## config.mk

```make
export PLATFORM = sky130hd
export DESIGN_NAME = cpu_memif_mo
export DESIGN_NICKNAME = d
export VERILOG_FILES = /design/src/rtl/cpu_memif_mo.sv
export SDC_FILE = /design/constraint.sdc
export NUM_CORES = 1
export LEC_CHECK = 0
export BUFFER_PORTS_ARGS = -buffer_cell sky130_fd_sc_hd__buf_2
export CAP_MARGIN = 20
export CORE_MARGIN = 2
export CORE_UTILIZATION = 39
export DETAILED_ROUTE_END_ITERATION = 10
export PLACE_DENSITY = 0.69
export SLEW_MARGIN = 15
export SYNTH_ARGS = -nofsm -noshare
export SYNTH_HDL_FRONTEND = slang
export SYNTH_SLANG_ARGS = --single-unit
```

## constraint.sdc

```tcl
create_clock -name clock -period 3.8 [get_ports clock]
set_clock_uncertainty 0.15 [all_clocks]
set_input_delay 0.19 -clock clock [delete_from_list [all_inputs] [get_ports clock]]
set_output_delay 0.19 -clock clock [all_outputs]
set_load 0.05 [all_outputs]
```

## src/rtl/cpu_memif_mo.sv

```systemverilog
// cpu_memif_mo: data-bus interface between execute (p3) and completion (p4).
// Keeps up to DEPTH bus transactions outstanding in an in-order table. Each
// cpud_ack retires the oldest entry. Read data is lane-extracted and then
// sign- or zero-extended.
// Optional feature: define CPU_MEMIF_TIMEOUT_EN to build the ack timeout.
// When enabled, a head entry that waits TIMEOUT_CYCLES without an ack is
// dropped and p4_bus_timeout pulses.
// Handshake: a request is taken on a rising edge where p3_request && !stall &&
// p3_ready. p3_ready is derived from registered occupancy only, so a pop in
// the same cycle does not make room for a push.
module cpu_memif_mo #(
  parameter int ADDR_WIDTH     = 32,
  parameter int DEPTH          = 4,
  parameter int TIMEOUT_CYCLES = 255
) (
  input  logic                         clock,
  input  logic                         reset_n,
  input  logic                         stall,
  output logic                         cpud_request,
  output logic [ADDR_WIDTH-1:0]        cpud_addr,
  output logic                         cpud_write,
  output logic [3:0]                   cpud_byte_enable,
  output logic [31:0]                  cpud_wdata,
  input  logic [31:0]                  cpud_rdata,
  input  logic                         cpud_ack,
  input  logic                         p3_request,
  input  logic [ADDR_WIDTH-1:0]        p3_addr,
  input  logic                         p3_write,
  input  logic [3:0]                   p3_byte_enable,
  input  logic [31:0]                  p3_wdata,
  input  logic [1:0]                   p3_size,
  input  logic                         p3_unsigned,
  input  logic                         p3_misaligned_address,
  input  logic                         p3_access_deny,
  output logic                         p3_ready,
  output logic                         p4_write_pending,
  output logic                         p4_read_pending,
  output logic                         p4_misaligned_address,
  output logic                         p4_load_access_fault,
  output logic                         p4_store_access_fault,
  output logic                         p4_bus_timeout,
  output logic [31:0]                  p4_mem_rdata,
  output logic                         p4_mem_rdata_valid,
  output logic [ADDR_WIDTH-1:0]        p4_mem_addr,
  output logic [$clog2(DEPTH+1)-1:0]   p4_outstanding
);

  localparam int PW = $clog2(DEPTH);
  localparam int CW = $clog2(DEPTH+1);

  typedef struct packed {
    logic                  write;
    logic [1:0]            size;
    logic [1:0]            lo;
    logic                  uns;
    logic [ADDR_WIDTH-1:0] addr;
  } entry_t;

  entry_t          tbl_q [DEPTH];
  logic [PW-1:0]   head_q, tail_q;
  logic [CW-1:0]   count_q, wr_cnt_q, rd_cnt_q;
  entry_t          head_e;
  logic            accept, fault, push, ack_pop, tmo_pop, pop;
  logic [7:0]      byte_v;
  logic [15:0]     half_v;
  logic [31:0]     ext_data;

  assign head_e   = tbl_q[head_q];
  assign p3_ready = (count_q != CW'(DEPTH));
  assign accept   = p3_request && !stall && p3_ready;
  assign fault    = p3_misaligned_address || p3_access_deny;
  assign push     = accept && !fault;
  assign ack_pop  = cpud_ack && (count_q != '0);
  assign pop      = ack_pop || tmo_pop;

  assign p4_outstanding  = count_q;
  assign p4_read_pending = (rd_cnt_q != '0);
  // The last write retiring drops the flag in the ack cycle itself.
  assign p4_write_pending = (wr_cnt_q != '0) &&
                            !((wr_cnt_q == CW'(1)) && pop && head_e.write);

`ifdef CPU_MEMIF_TIMEOUT_EN
  localparam int TW = $clog2(TIMEOUT_CYCLES+1);
  logic [TW-1:0] tmo_cnt_q;

  assign tmo_pop = (count_q != '0) && !cpud_ack &&
                   (tmo_cnt_q == TW'(TIMEOUT_CYCLES-1));

  // Counts cycles the head has waited; restarts on every ack or drop.
  always_ff @(posedge clock or negedge reset_n) begin
    if (!reset_n) begin
      tmo_cnt_q <= '0;
    end else if (cpud_ack || tmo_pop || (count_q == '0)) begin
      tmo_cnt_q <= '0;
    end else begin
      tmo_cnt_q <= tmo_cnt_q + 1'b1;
    end
  end
`else
  // Never true: without the timeout feature the head waits indefinitely.
  assign tmo_pop = (TIMEOUT_CYCLES < 0);
`endif

  // Lane extraction and extension of the head read's data.
  always_comb begin
    byte_v   = 8'h00;
    half_v   = 16'h0000;
    ext_data = 32'h0;
    case (head_e.lo)
      2'd0:    byte_v = cpud_rdata[7:0];
      2'd1:    byte_v = cpud_rdata[15:8];
      2'd2:    byte_v = cpud_rdata[23:16];
      default: byte_v = cpud_rdata[31:24];
    endcase
    half_v = head_e.lo[1] ? cpud_rdata[31:16] : cpud_rdata[15:0];
    case (head_e.size)
      2'b00:   ext_data = {{24{byte_v[7] & ~head_e.uns}}, byte_v};
      2'b01:   ext_data = {{16{half_v[15] & ~head_e.uns}}, half_v};
      default: ext_data = cpud_rdata;
    endcase
  end

  // Table storage; pointers and occupancy give validity, so no reset needed.
  always_ff @(posedge clock) begin
    if (push) begin
      tbl_q[tail_q] <= '{write: p3_write, size: p3_size, lo: p3_addr[1:0],
                         uns: p3_unsigned, addr: p3_addr};
    end
  end

  // Bus issue, table bookkeeping and registered p4 results.
  always_ff @(posedge clock or negedge reset_n) begin
    if (!reset_n) begin
      cpud_request          <= 1'b0;
      cpud_addr             <= '0;
      cpud_write            <= 1'b0;
      cpud_byte_enable      <= 4'h0;
      cpud_wdata            <= 32'h0;
      head_q                <= '0;
      tail_q                <= '0;
      count_q               <= '0;
      wr_cnt_q              <= '0;
      rd_cnt_q              <= '0;
      p4_misaligned_address <= 1'b0;
      p4_load_access_fault  <= 1'b0;
      p4_store_access_fault <= 1'b0;
      p4_bus_timeout        <= 1'b0;
      p4_mem_rdata          <= 32'h0;
      p4_mem_rdata_valid    <= 1'b0;
      p4_mem_addr           <= '0;
    end else begin
      cpud_request <= push;
      if (push) begin
        cpud_addr        <= p3_addr;
        cpud_write       <= p3_write;
        cpud_byte_enable <= p3_byte_enable;
        cpud_wdata       <= p3_wdata;
        tail_q           <= tail_q + 1'b1;
      end
      if (pop) begin
        head_q <= head_q + 1'b1;
      end
      case ({push, pop})
        2'b10:   count_q <= count_q + 1'b1;
        2'b01:   count_q <= count_q - 1'b1;
        default: count_q <= count_q;
      endcase
      case ({push && p3_write, pop && head_e.write})
        2'b10:   wr_cnt_q <= wr_cnt_q + 1'b1;
        2'b01:   wr_cnt_q <= wr_cnt_q - 1'b1;
        default: wr_cnt_q <= wr_cnt_q;
      endcase
      case ({push && !p3_write, pop && !head_e.write})
        2'b10:   rd_cnt_q <= rd_cnt_q + 1'b1;
        2'b01:   rd_cnt_q <= rd_cnt_q - 1'b1;
        default: rd_cnt_q <= rd_cnt_q;
      endcase
      p4_misaligned_address <= accept && p3_misaligned_address;
      p4_load_access_fault  <= accept && p3_access_deny && !p3_write;
      p4_store_access_fault <= accept && p3_access_deny && p3_write;
      p4_bus_timeout        <= tmo_pop;
      p4_mem_rdata_valid    <= ack_pop && !head_e.write;
      if (ack_pop && !head_e.write) begin
        p4_mem_rdata <= ext_data;
      end
      // A timeout reports the dropped entry's address in place of the last request.
      if (tmo_pop) begin
        p4_mem_addr <= head_e.addr;
      end else if (accept) begin
        p4_mem_addr <= p3_addr;
      end
    end
  end

endmodule
```

Word-level counts from Yosys, hierarchy flattened --
Memories as Yosys holds them, arrays and structs flattened. Index checks and enable logic that the tools add are counted. Widths: inputs -> output; s select.
Cells by class: shift operators 0, magnitude comparators 0, reduce and logical (&&, ||, !) cells 29, $mul 0, mux-type cells 8, bitwise logic cells 3, add/sub/neg operators 8, equal/unequal tests 11, div/mod/pow operators 0
Operators by type and width (count):
- $pmux 32 s2 | 1
- $pmux 8 s3 | 1
- $pmux 3 s2 | 3
- $mux 16 | 1
- $logic_and 1x1->1 | 15
- $eq 2x1->1 const B | 5
- $add 3x1->3 const B | 3
- $reduce_bool 3->1 | 3
- $sub 3x1->3 const B | 3
- $eq 2x2->1 const B | 4
- $reduce_bool 2->1 | 3
- $logic_not 1->1 | 5
- $add 2x1->2 const B | 2
- $logic_not 2->1 | 2
- $eq 3x1->1 const B | 1
- $ne 3x3->1 const B | 1
- $and 1x1->1 | 2
- $mux 1 | 2
- $logic_or 1x1->1 | 1
- $not 1->1 | 1
Word-level totals: flip-flop bits (word level) 151, output and inout port bits 145, logic and storage cells 76, latch bits 0, memory bits (read-only) 0, input bits 111, memories 1, RAM bits 152
Memory list:
- tbl_q | depth 4, width 38, rd ports 1, clocked after Yosys merged registers in 0, write ports 1, line 59 | entry_t tbl_q [DEPTH];

Depth between registers and ports, before layout --
Gate-level depths: netlist of the first run.
word-level depth 7, gate-level depth with buffers 14, depth with buffers taken out 12

Worst setup path after synthesis of the first run --
No wires, ideal clock.
kind flip-flop to flip-flop, from register count_q[2] (netlist: p4_outstanding[2]), to register rd_cnt_q[2], library setup time 0.079 ns, setup slack 0.334 ns, data arrival time 3.237 ns, period minus slack after synthesis 3.466 ns, cell stages (with the launch flop) 14, buffers on the path 2, data required time 3.571 ns, cell sequence dfrtp_1 nand3_1 and3b_1 clkbuf_1 nand2_1 clkinv_1 buf_2 nand2b_1 ha_1 inv_1 fa_1 xor2_1 nor2_1 xor2_1
Between the ends: longest elaborated chain between the ends 6, elaborated cells on any way between the ends 11, those cells by class eq/ne: 3; mux: 1; reduce/logical: 7
Ends and longest elaborated chain:
- start, declared | line 61 | logic [CW-1:0] count_q, wr_cnt_q, rd_cnt_q;
- start signal, assigned | line 164 | 2'b10: count_q <= count_q + 1'b1;
- start signal, assigned | line 165 | 2'b01: count_q <= count_q - 1'b1;
- start signal, assigned | line 166 | default: count_q <= count_q;
- $ne 3x3->1 * | line 69 | assign p3_ready = (count_q != CW'(DEPTH));
- via p3_ready | line 35 | output logic p3_ready,
- $logic_and 1x1->1 * | line 70 | assign accept = p3_request && !stall && p3_ready;
- $logic_and 1x1->1 * | line 72 | assign push = accept && !fault;
- via push | line 63 | logic accept, fault, push, ack_pop, tmo_pop, pop;
- $logic_and 1x1->1 * | line 173 | case ({push && !p3_write, pop && !head_e.write})
- $eq 2x1->1 / $eq 2x2->1 (equally long branches) | line 173
- $pmux 3 s2 / $reduce_bool 2->1 (equally long branches)
- end signal, assigned | line 174 | 2'b10: rd_cnt_q <= rd_cnt_q + 1'b1;
- end signal, assigned | line 175 | 2'b01: rd_cnt_q <= rd_cnt_q - 1'b1;
- end signal, assigned | line 176 | default: rd_cnt_q <= rd_cnt_q;
- end, declared | line 61
Mark *: on every way through the listed nets, which the timed path passes. The rest lies on a longest branch. A chain may end at the register's enable or synchronous reset.

Worst setup path after layout of the first run --
from register head_q[0], to register p4_mem_rdata[7]
Between the ends: longest elaborated chain between the ends 4, elaborated cells on any way between the ends 11, those cells by class eq/ne: 3; mux: 3; reduce/logical: 4; memory: 1
Ends and longest elaborated chain:
- start, declared | line 60 | logic [PW-1:0] head_q, tail_q;
- start signal, assigned | line 161 | head_q <= head_q + 1'b1;
- $mem_v2 4x38 *
- $eq 2x2->1, or another cell as far along | line 109 | case (head_e.lo)
- $pmux 8 s3 | line 109
- $pmux 32 s2 | line 116 | case (head_e.size)
- end signal, assigned | line 184 | p4_mem_rdata <= ext_data;
- end, declared | line 42 | output logic [31:0] p4_mem_rdata,
Mark *: on every way between the ends. The rest lies on a longest branch, timed or not.

==> run metrics, run 1 <==
total grt overflow 0; Total GRT Usage 18.9%; final period utilization 84.8%; CTS buffer count 17; post-synth top area cell dfrtp_1; Nets 1009; Post-Syn Instances 550; DR vias/cell 4.99; buffer depth of the longest clock path 2; crit path kind flop to flop; Die W 142 um; Area contributors post-synth dfrtp_1 51%, mux2_2 17%, edfxtp_1 9.7%; CTS tree yes; Post-synth top flop dfrtp_1; Post-Syn Area 7410 um^2; final wirelength 18600 um; Cell Pwr Density 950 nW/um^2; vias in the first global route 5843; Switching Share 49.3%; Cell Int Power 5.00 mW; initial core utilization 39.7%; post-layout minimum cycle time 3.22 ns; Pleak 4.91 nW; Worst slew margin 44.5%; Synth Warn # 0; number of synthesized flops with an enable pin 24; remaining antenna violation count 0; area of the multi-input gates 2700 um^2; Comb power frac 51.0%; Max Freq 0.311 GHz; Worst-Margin Slew 0.832 ns; Hold Crit Class input pin to flop; peak fanout along the critical path 17; sw power 4.86 mW; nature of the critical path startpoint flop; post-CTS setup buffers 0; core area 18600 um^2; max-cap violations 0; top cells by count, synth 151 x dfrtp_1, 110 x mux2_2, 43 x nand2_1, 34 x a21oi_1, 28 x nor2_1; Reg clk slew, reported paths 0.07 ns; buffers plus inverters on the worst setup path 1; IO Count 256; RSZ-0062 raised after global routing false; Critical Path Sink Type flop; largest net degree at the start of global routing 82; crit path DAT 3.43 ns; clk sinks 175; drt initial violations 167; Post-route DRC 0; first-pass iteration count of the detailed router 7; final setup violation count 0; Final Hold Fails 0; post-synthesis sequential area ratio 60.7%; number of synthesized register bits 175; layout cells sized above 1 46.1%; ANT cells 0; Hold Buf Count CTS 88; worst-skew pair later-pin latency 0.42 ns; H-tree lvl count 4; count leader, synth dfrtp_1; critical path's slowest cell mux4_2; PortBufs 254; slowest stage delay, CP 0.75 ns; syn avg cell area 13.5 um^2; crit path cell chain mux4_2 -> nor3b_1 -> a2111oi_4 -> nand2_4 -> a31oi_1 -> dlygate4sd3_1; post-cts repair resize count 0; delay-heaviest family, CP multiplexers; RD Place Congestion 0.836; final slew viol count 0; global-route wire length before repair 29800 um; CTS Root Cell clkbuf_16; Syn Nets 674; die area 20100 um^2; initial antenna violation count 0; Filler cells 1550; # rows 50; post-synth cell types 44; Seq pwr share 30.8%; Die H 142 um; Vias 5654; WL/cell 16.4 um; FF/Latch Area 4500 um^2; clock power share 18.2%; share of the synthesized area in the top cell type 51.0%; status completed; Power Total 9.85 mW; synth-to-layout area growth 40.0%; WP data required 4.01 ns; TNS Setup 0 ns; ys async rst share 86.3%; post-DP HPWL 12500 um; worst vdd ir 0.643 mV
==> stage by stage <==
| stage | area (um^2) | hold slack [ns] | setup WS (ns) | utilization (%) | cells |
|---|---|---|---|---|---|
| 4_1_cts | 10400 | 0.00295 | 0.577 | 55.6 | 1132 |
| 2_1_floorplan | 7410 | -0.256 | 0.334 | - | 550 |
| 3_3_place_gp | 8880 | 0.136 | 0.872 | 47.6 | 1012 |
| 5_1_grt | 10400 | 0.0464 | 0.418 | 55.6 | 1132 |
| 3_5_place_dp | 8880 | 0.131 | 0.825 | 47.6 | 1012 |
| 6_report | 10400 | 0.0403 | 0.579 | 55.6 | 1132 |
==> final timing paths <==
check / end / slack, ns / start / cells past startpoint
hold reg to reg: rd_cnt_q[2] / 0.31 / rd_cnt_q[2] / 1
hold / removal: p4_mem_rdata[28] / 0.04 / cpud_rdata[28] / 5
min in group asynchronous: cpud_byte_enable[2] / 0.22 / reset_n / 2
setup reg to reg: p4_mem_rdata[7] / 0.58 / head_q[0] / 6
setup / recovery: p4_mem_rdata[7] / 0.58 / head_q[0] / 6
max in group asynchronous: cpud_wdata[10] / 2.42 / reset_n / 3
==> registers in the layout (all words and copies together) (netlist names), 2 cells and up <==
| signal | count |
|---|---|
| cpud_addr | 32 |
| cpud_wdata | 32 |
| p4_mem_addr | 32 |
| p4_mem_rdata | 32 |
| tbl_q | 24 |
| cpud_byte_enable | 4 |
| p4_outstanding | 3 |
| rd_cnt_q | 3 |
| wr_cnt_q | 3 |
| head_q | 2 |
| tail_q | 2 |
==> worst min-delay path, stage by stage <==
cell,delay (ns)
buf_2,0.12
nand2_1,0.05
nand2_1,0.06
nor2_1,0.08
a21oi_1,0.07
==> layout by cell type, fill, tap and decap left out, types with 13 or more instances in the layout <==
cell,synthesis,layout
buf_2,9,253
dfrtp_1,151,151
mux2_2,110,110
dlygate4sd3_1,0,88
nand2_1,43,43
a21oi_1,34,34
nor2_1,28,28
edfxtp_1,24,24
o22ai_1,19,19
clkbuf_16,0,17
inv_1,13,13
mux2i_1,13,13
==> final cells by class <==
| type | instances | area share [%] |
|---|---|---|
| clock buffers | 17 | 4.10 |
| clock inverters | 15 | 1.82 |
| inverters | 14 | 0.507 |
| multi-input cells | 329 | 26.0 |
| flip-flops and latches | 175 | 43.4 |
| well taps | 234 | 2.82 |
| repair buffers | 348 | 21.4 |
==> logic make-up (layout without fill, tap and decap cells) <==
logic type	count (synthesis)	in the layout	synth area share (%)
multiplexers	128	128	20.0
flip-flops	175	175	60.7
buffers and inverters	46	394	2.87
adder cells (fa/ha/maj)	13	13	2.40
AO/OA/AOI/OAI	83	83	6.94
XOR/XNOR	12	12	1.42
AND/OR/NAND/NOR	92	92	5.54
other	1	1	0.0506
==> power groups by stage <==
stage | logic, mW | clock network [mW] | registers [mW]
after floorplan | 1.62 | 0 | 5.25
after global placement | 4.89 | 0 | 3.04
after detailed placement | 4.95 | 0 | 3.05
after CTS | 5.04 | 1.84 | 3.03
after global routing | 5.32 | 1.92 | 3.12
final | 5.02 | 1.79 | 3.03
==> per-layer routing <==
layer  part of all wire [%]  GRT usage, %  up-vias  wire length, um
met5                      0             0        -                0
met4                    1.6          5.89        0              303
met3                    8.3          7.02       24             1540
met2                     48          31.6      232             9010
met1                     42          23.0     2792             7740
li1                       -             -     2606                -
(Power assumes the default switching activity.)
==> run 2, diff against run 1 <==
--- a/config.mk
+++ b/config.mk
@@ -5,12 +5,13 @@
 export SDC_FILE = /design/constraint.sdc
 export NUM_CORES = 1
 export LEC_CHECK = 0
+export ABC_AREA = 1
 export BUFFER_PORTS_ARGS = -buffer_cell sky130_fd_sc_hd__buf_2
 export CAP_MARGIN = 20
 export CORE_MARGIN = 2
 export CORE_UTILIZATION = 39
 export DETAILED_ROUTE_END_ITERATION = 10
-export PLACE_DENSITY = 0.69
+export PLACE_DENSITY = 0.71
 export SLEW_MARGIN = 15
 export SYNTH_ARGS = -nofsm -noshare
 export SYNTH_HDL_FRONTEND = slang
==> constraint.sdc (replaced) <==
create_clock -name clock -period 2.7 [get_ports clock]
set_clock_uncertainty 0.15 [all_clocks]
set_input_delay 0.135 -clock clock [delete_from_list [all_inputs] [get_ports clock]]
set_output_delay 0.135 -clock clock [all_outputs]
set_load 0.05 [all_outputs]
==> run metrics, run 2 <==
TNS Setup 0 ns (unchanged); commonest non-fill, non-tap cell in the layout nand2_1; peak fanout along the critical path 22 (+5); Nets 1311 (+30%); post-synthesis sequential area ratio 58.2% (-2.5 points); DR vias/cell 4.65 (-7.0%); global-route wire length before repair 34100 um (+14%); Worst-Margin Slew 0.946 ns (+0.114 ns); buffer depth of the longest clock path 2 (unchanged); Total GRT Usage 21.1% (+2.2 points); share of the synthesized area in the top cell type 48.9% (-2.1 points); Final Hold Fails 0 (unchanged); Die W 145 um (+2.1%); final setup violation count 0 (unchanged); die area 20900 um^2 (+4.2%); total grt overflow 0 (unchanged); Cell Pwr Density 1300 nW/um^2 (+37%); CTS Root Cell clkbuf_16; Pleak 5.74 nW (+17%); Area contributors post-synth dfrtp_1 49%, nand2_1 13%, edfxtp_1 9.3%; drt initial violations 380 (+130%); post-DP HPWL 14300 um (+15%); Vias 6805 (+20%); ys async rst share 86.3% (unchanged); final wirelength 21700 um (+17%); Post-Syn Area 7720 um^2 (+4.3%); sw power 7.32 mW (+51%); crit path kind flop to flop; vias in the first global route 6916 (+18%); Comb power frac 51.7% (+0.7 points); Seq pwr share 29.6% (-1.2 points); post-synth top area cell dfrtp_1; top cells by count, synth 262 x nand2_1, 151 x dfrtp_1, 86 x o21ai_0, 85 x inv_1, 38 x nor2_1; # rows 51 (+2.0%); Switching Share 51.4% (+2.1 points); number of synthesized flops with an enable pin 24 (unchanged); crit path DAT 2.72 ns (-0.71 ns); IO Count 256 (unchanged); most frequent cells in the layout 262 x nand2_1, 253 x buf_2, 148 x dfrtp_1, 106 x dlygate4sd3_1, 86 x o21ai_0; count leader, synth nand2_1; status completed; Post-Syn Instances 839 (+53%); Max Freq 0.399 GHz (+28%); Hold Crit Class input pin to flop; CTS tree yes; Worst slew margin 36.9% (-7.6 points); Syn Nets 963 (+43%); clock power share 18.7% (+0.5 points); Post-synth top flop dfrtp_1; CTS buffer count 17 (unchanged); final slew viol count 0 (unchanged); final period utilization 92.9% (+8.1 points); layout cells sized above 1 29.0% (-17 points); ANT cells 0 (unchanged); post-layout minimum cycle time 2.51 ns (-0.713 ns); post-cts repair resize count 0 (unchanged); initial core utilization 39.7% (-0.047 points); largest net degree at the start of global routing 102 (+24%); synth-to-layout area growth 41.4%; H-tree lvl count 4 (unchanged); nature of the critical path startpoint flop; clk sinks 175 (unchanged); Critical Path Sink Type flop; Synth Warn # 0 (unchanged); number of synthesized register bits 175 (unchanged); RSZ-0062 raised after global routing false; Power Total 14.2 mW (+44%); RD Place Congestion 0.883 (+5.6%); WP data required 2.91 ns (-1.10 ns); initial antenna violation count 0 (unchanged); core area 19500 um^2 (+4.4%); syn avg cell area 9.21 um^2 (-32%); worst-skew pair later-pin latency 0.43 ns (about the same); worst vdd ir 0.918 mV (+43%); Reg clk slew, reported paths 0.07 ns (about the same); post-synth cell types 39 (-11%); WL/cell 14.8 um (-9.9%); Cell Int Power 6.91 mW (+38%); PortBufs 254 (unchanged); Post-route DRC 0 (unchanged); Die H 145 um (+2.1%); remaining antenna violation count 0 (unchanged); max-cap violations 0 (unchanged); first-pass iteration count of the detailed router 5 (-2)
## run 2: changes by cell type after synthesis, moves of 13 or more
cell and delta:
nand3_1 +19, mux2_2 -110, o21ai_0 +79, mux2i_1 -13
nand2_1 +219, inv_1 +72, o22ai_1 -19
## run 2: power groups by stage
stage / Combinational, mW / Clock, mW / Sequential [mW]
final: 7.35 / 2.66 / 4.21
after global routing: 7.95 / 2.84 / 4.32
after CTS: 7.36 / 2.71 / 4.20
after detailed placement: 7.22 / 0 / 4.21
after global placement: 7.13 / 0 / 4.21
after floorplan: 2.59 / 0 / 7.22
## run 2: final timing paths
path                                      from                    end  slack, ns  cells after the start
worst max-delay path                 head_q[0]        p4_mem_rdata[7]       0.19                      8
worst min-delay path                p3_request             cpud_write       0.02                      5
worst max register to register       head_q[0]        p4_mem_rdata[7]       0.19                      8
worst min register to register  cpud_wdata[28]         cpud_wdata[28]       0.32                      2
max in group asynchronous              reset_n  p4_misaligned_address       1.64                      3
min in group asynchronous              reset_n        p4_mem_rdata[5]       0.03                      2
## run 2: cells by family after synthesis
group           after synthesis  synth area share, %
simple gates                372                 21.6
other cells                   1               0.0485
flops                       175                 58.2
compound gates              136                 9.15
xor+xnor                     10                 1.13
fa+ha+maj                    13                 2.30
buf+inv                     132                 7.53
## run 2: final cells by class
| cell class | instances | area (um^2) |
|---|---|---|
| Clock inverter | 15 | 231 |
| Tap cell | 265 | 332 |
| Inverter | 92 | 353 |
| Multi-Input combinational cell | 532 | 2660 |
| Sequential cell | 175 | 4500 |
| Timing Repair Buffer | 369 | 2420 |
| Fill cell | 1670 | 8540 |
| Clock buffer | 17 | 425 |
## run 2: repair_timing
| item | CTS | global route |
|---|---|---|
| hold endpoints to repair | 310 | 0 |
| buffers inserted | 0 | 0 |
| hold buffers | 106 | 0 |
## run 2: routing by layer
metal / vias up / GRT usage [%] / wire (um)
met4: 0 / 8.64 / 515
met3: 40 / 6.22 / 1820
met1: 3141 / 24.6 / 8650
met2: 292 / 36.3 / 10700
li1: 3332 / - / -
met5: - / 0 / 0
## run 2: metrics by stage
stage          cells  hold WS, ns  setup WS, ns  util, %  cell area, um^2
4_1_cts         1465      0.00476         0.206     56.1            10900
2_1_floorplan    839       -0.311       0.00785        -             7750
3_3_place_gp    1327      -0.0754         0.466     47.3             9210
3_5_place_dp    1327      -0.0767         0.414     47.3             9210
5_1_grt         1465       0.0380        0.0195     56.1            10900
6_report        1465       0.0195         0.192     56.1            10900
## run 2: worst max-delay path: stages, from the launching register on
cell and delay [ns]:
dfrtp_1 0.52, buf_4 0.22, nand2_1 0.09, nand3_1 0.14
nand2_4 0.12, inv_2 0.34, a21oi_1 0.12, a31oi_1 0.17
dlygate4sd3_1 0.56
==> run 3, diff against run 2 <==
--- a/config.mk
+++ b/config.mk
@@ -8,10 +8,9 @@
 export ABC_AREA = 1
 export BUFFER_PORTS_ARGS = -buffer_cell sky130_fd_sc_hd__buf_2
 export CAP_MARGIN = 20
-export CORE_MARGIN = 2
 export CORE_UTILIZATION = 39
 export DETAILED_ROUTE_END_ITERATION = 10
-export PLACE_DENSITY = 0.71
+export PLACE_DENSITY = 0.68
 export SLEW_MARGIN = 15
 export SYNTH_ARGS = -nofsm -noshare
 export SYNTH_HDL_FRONTEND = slang
==> constraint.sdc (replaced) <==
create_clock -name clock -period 3 [get_ports clock]
set_clock_uncertainty 0.15 [all_clocks]
set_input_delay 0.15 -clock clock [delete_from_list [all_inputs] [get_ports clock]]
set_output_delay 0.15 -clock clock [all_outputs]
set_load 0.05 [all_outputs]
==> run metrics, run 3 (synthesis results as in run 2) <==
peak fanout along the critical path 16 (-27%); Total GRT Usage 21.7% (+0.63 points); nature of the critical path startpoint flop; post-layout minimum cycle time 2.66 ns (+0.148 ns); commonest non-fill, non-tap cell in the layout nand2_1; Die W 143 um (-1.4%); TNS Setup 0 ns (unchanged); crit path kind flop to flop; final wirelength 21100 um (-2.6%); Worst slew margin 44.1% (+7.1 points); RD Place Congestion 0.816 (-7.6%); Hold Crit Class input pin to flop; final period utilization 88.5% (-4.4 points); PortBufs 254 (unchanged); Cell Pwr Density 1160 nW/um^2 (-11%); global-route wire length before repair 33900 um (-0.69%); Filler cells 1630 (-2.4%); Worst-Margin Slew 0.839 ns (-0.107 ns); Post-route DRC 0 (unchanged); post-CTS setup buffers 0 (unchanged); first-pass iteration count of the detailed router 5 (unchanged); remaining antenna violation count 0 (unchanged); clk sinks 175 (unchanged); worst-skew pair later-pin latency 0.42 ns (about the same); # rows 51 (unchanged); layout cells sized above 1 28.6% (-0.37 points); final slew viol count 0 (unchanged); Critical Path Sink Type flop; status completed; H-tree lvl count 4 (unchanged); RSZ-0062 raised after global routing false; initial core utilization 39.7% (unchanged); worst vdd ir 0.780 mV (-15%); crit path DAT 2.82 ns (+0.10 ns); total grt overflow 0 (unchanged); Die H 143 um (-1.4%); ANT cells 0 (unchanged); die area 20400 um^2 (-2.7%); Max Freq 0.376 GHz (-5.6%); final setup violation count 0 (unchanged); max-cap violations 0 (unchanged); Hold WS 0.0243 ns (+0.00481 ns); Reg clk slew, reported paths 0.07 ns (about the same); drt initial violations 265 (-30%); Nets 1309 (-0.15%); WL/cell 14.4 um (-2.5%); synth-to-layout area growth 40.5%; Final Hold Fails 0 (unchanged); CTS Root Cell clkbuf_16; CTS tree yes; Vias 6699 (-1.6%); core area 19500 um^2 (unchanged); buffer depth of the longest clock path 2 (unchanged); vias in the first global route 6923 (+0.10%); most frequent cells in the layout 262 x nand2_1, 253 x buf_2, 150 x dfrtp_1, 106 x dlygate4sd3_1, 86 x o21ai_0; post-DP HPWL 14000 um (-2.1%); initial antenna violation count 0 (unchanged); Pleak 5.71 nW (-0.57%); CTS buffer count 17 (unchanged); DR vias/cell 4.58 (-1.4%); WP data required 3.16 ns (+0.25 ns); largest net degree at the start of global routing 94 (-7.8%); IO Count 256 (unchanged)
## run 3: cell count changes in the layout (fill, tap and decap cells not counted), moves of 2 or more
cell       change
bufinv_16      -2
inv_6          -2
dfrtp_1        +2
dfrtp_2        -2
buf_4          -2
clkinv_4       +3
## run 3: cell type report
cell class	count	area, um^2	share of cell area [%]
clock buffers	17	425	3.92
clock inverters	15	191	1.76
inverters	92	350	3.23
flip-flops and latches	175	4500	41.5
multi-input cells	532	2650	24.4
well taps	265	332	3.05
repair buffers	367	2400	22.1
## run 3: per-layer routing
layer  wire length (um)  GRT usage [%]  up-vias
li1                   -              -     3318
met1               8770           25.2     3085
met2              10300           37.3      260
met3               1480           6.04       36
met4                605           9.90        0
met5                  0              0        -
## run 3: stage by stage
stage / setup WS, ns / instance area [um^2] / util [%] / instances / power [mW]
global placement: 0.516 / 9180 / 47.1 / 1325 / 10.2
finish: 0.344 / 10900 / 55.8 / 1463 / 12.6
detailed placement: 0.464 / 9180 / 47.1 / 1325 / 10.3
floorplan: 0.0720 / 7730 / - / 839 / 8.81
global route: 0.146 / 10900 / 55.8 / 1463 / 13.4
CTS: 0.220 / 10900 / 55.8 / 1463 / 12.7
## run 3: what timing repair did
item / CTS / global route
hold buffers: 106 / 0
resized for setup: 0 / 1
endpoints found under the hold margin: 223 / 0
setup endpoints to repair: 0 / 1
## run 3: final timing paths
path	from	end	slack (ns)	depth (start not counted)
hold reg to reg	cpud_wdata[21]	cpud_wdata[21]	0.32	2
hold / removal	cpud_rdata[15]	p4_mem_rdata[15]	0.02	5
setup / recovery	head_q[0]	p4_mem_rdata[3]	0.34	10
setup reg to reg	head_q[0]	p4_mem_rdata[3]	0.34	10
min in group asynchronous	reset_n	p4_mem_rdata[8]	0.13	2
max in group asynchronous	reset_n	p4_mem_addr[9]	1.68	3
## run 3: report_power, final
group | total (mW) | internal (mW) | switching, mW
Combinational | 6.58 | 1.64 | 4.94
Clock | 2.22 | 1.14 | 1.09
Sequential | 3.82 | 3.27 | 0.551
Total | 12.6 | 6.05 | 6.58
## run 3: worst max-delay path, stage by stage, from the launching register on
cell and delay [ns]:
dfrtp_2 0.52, inv_4 0.19, nand2_4 0.06, nand2_1 0.06, nand2_1 0.05, nand2_1 0.30, nand2_2 0.17, or2_2 0.31
o211ai_1 0.09, dlygate4sd3_1 0.58, a21oi_1 0.06
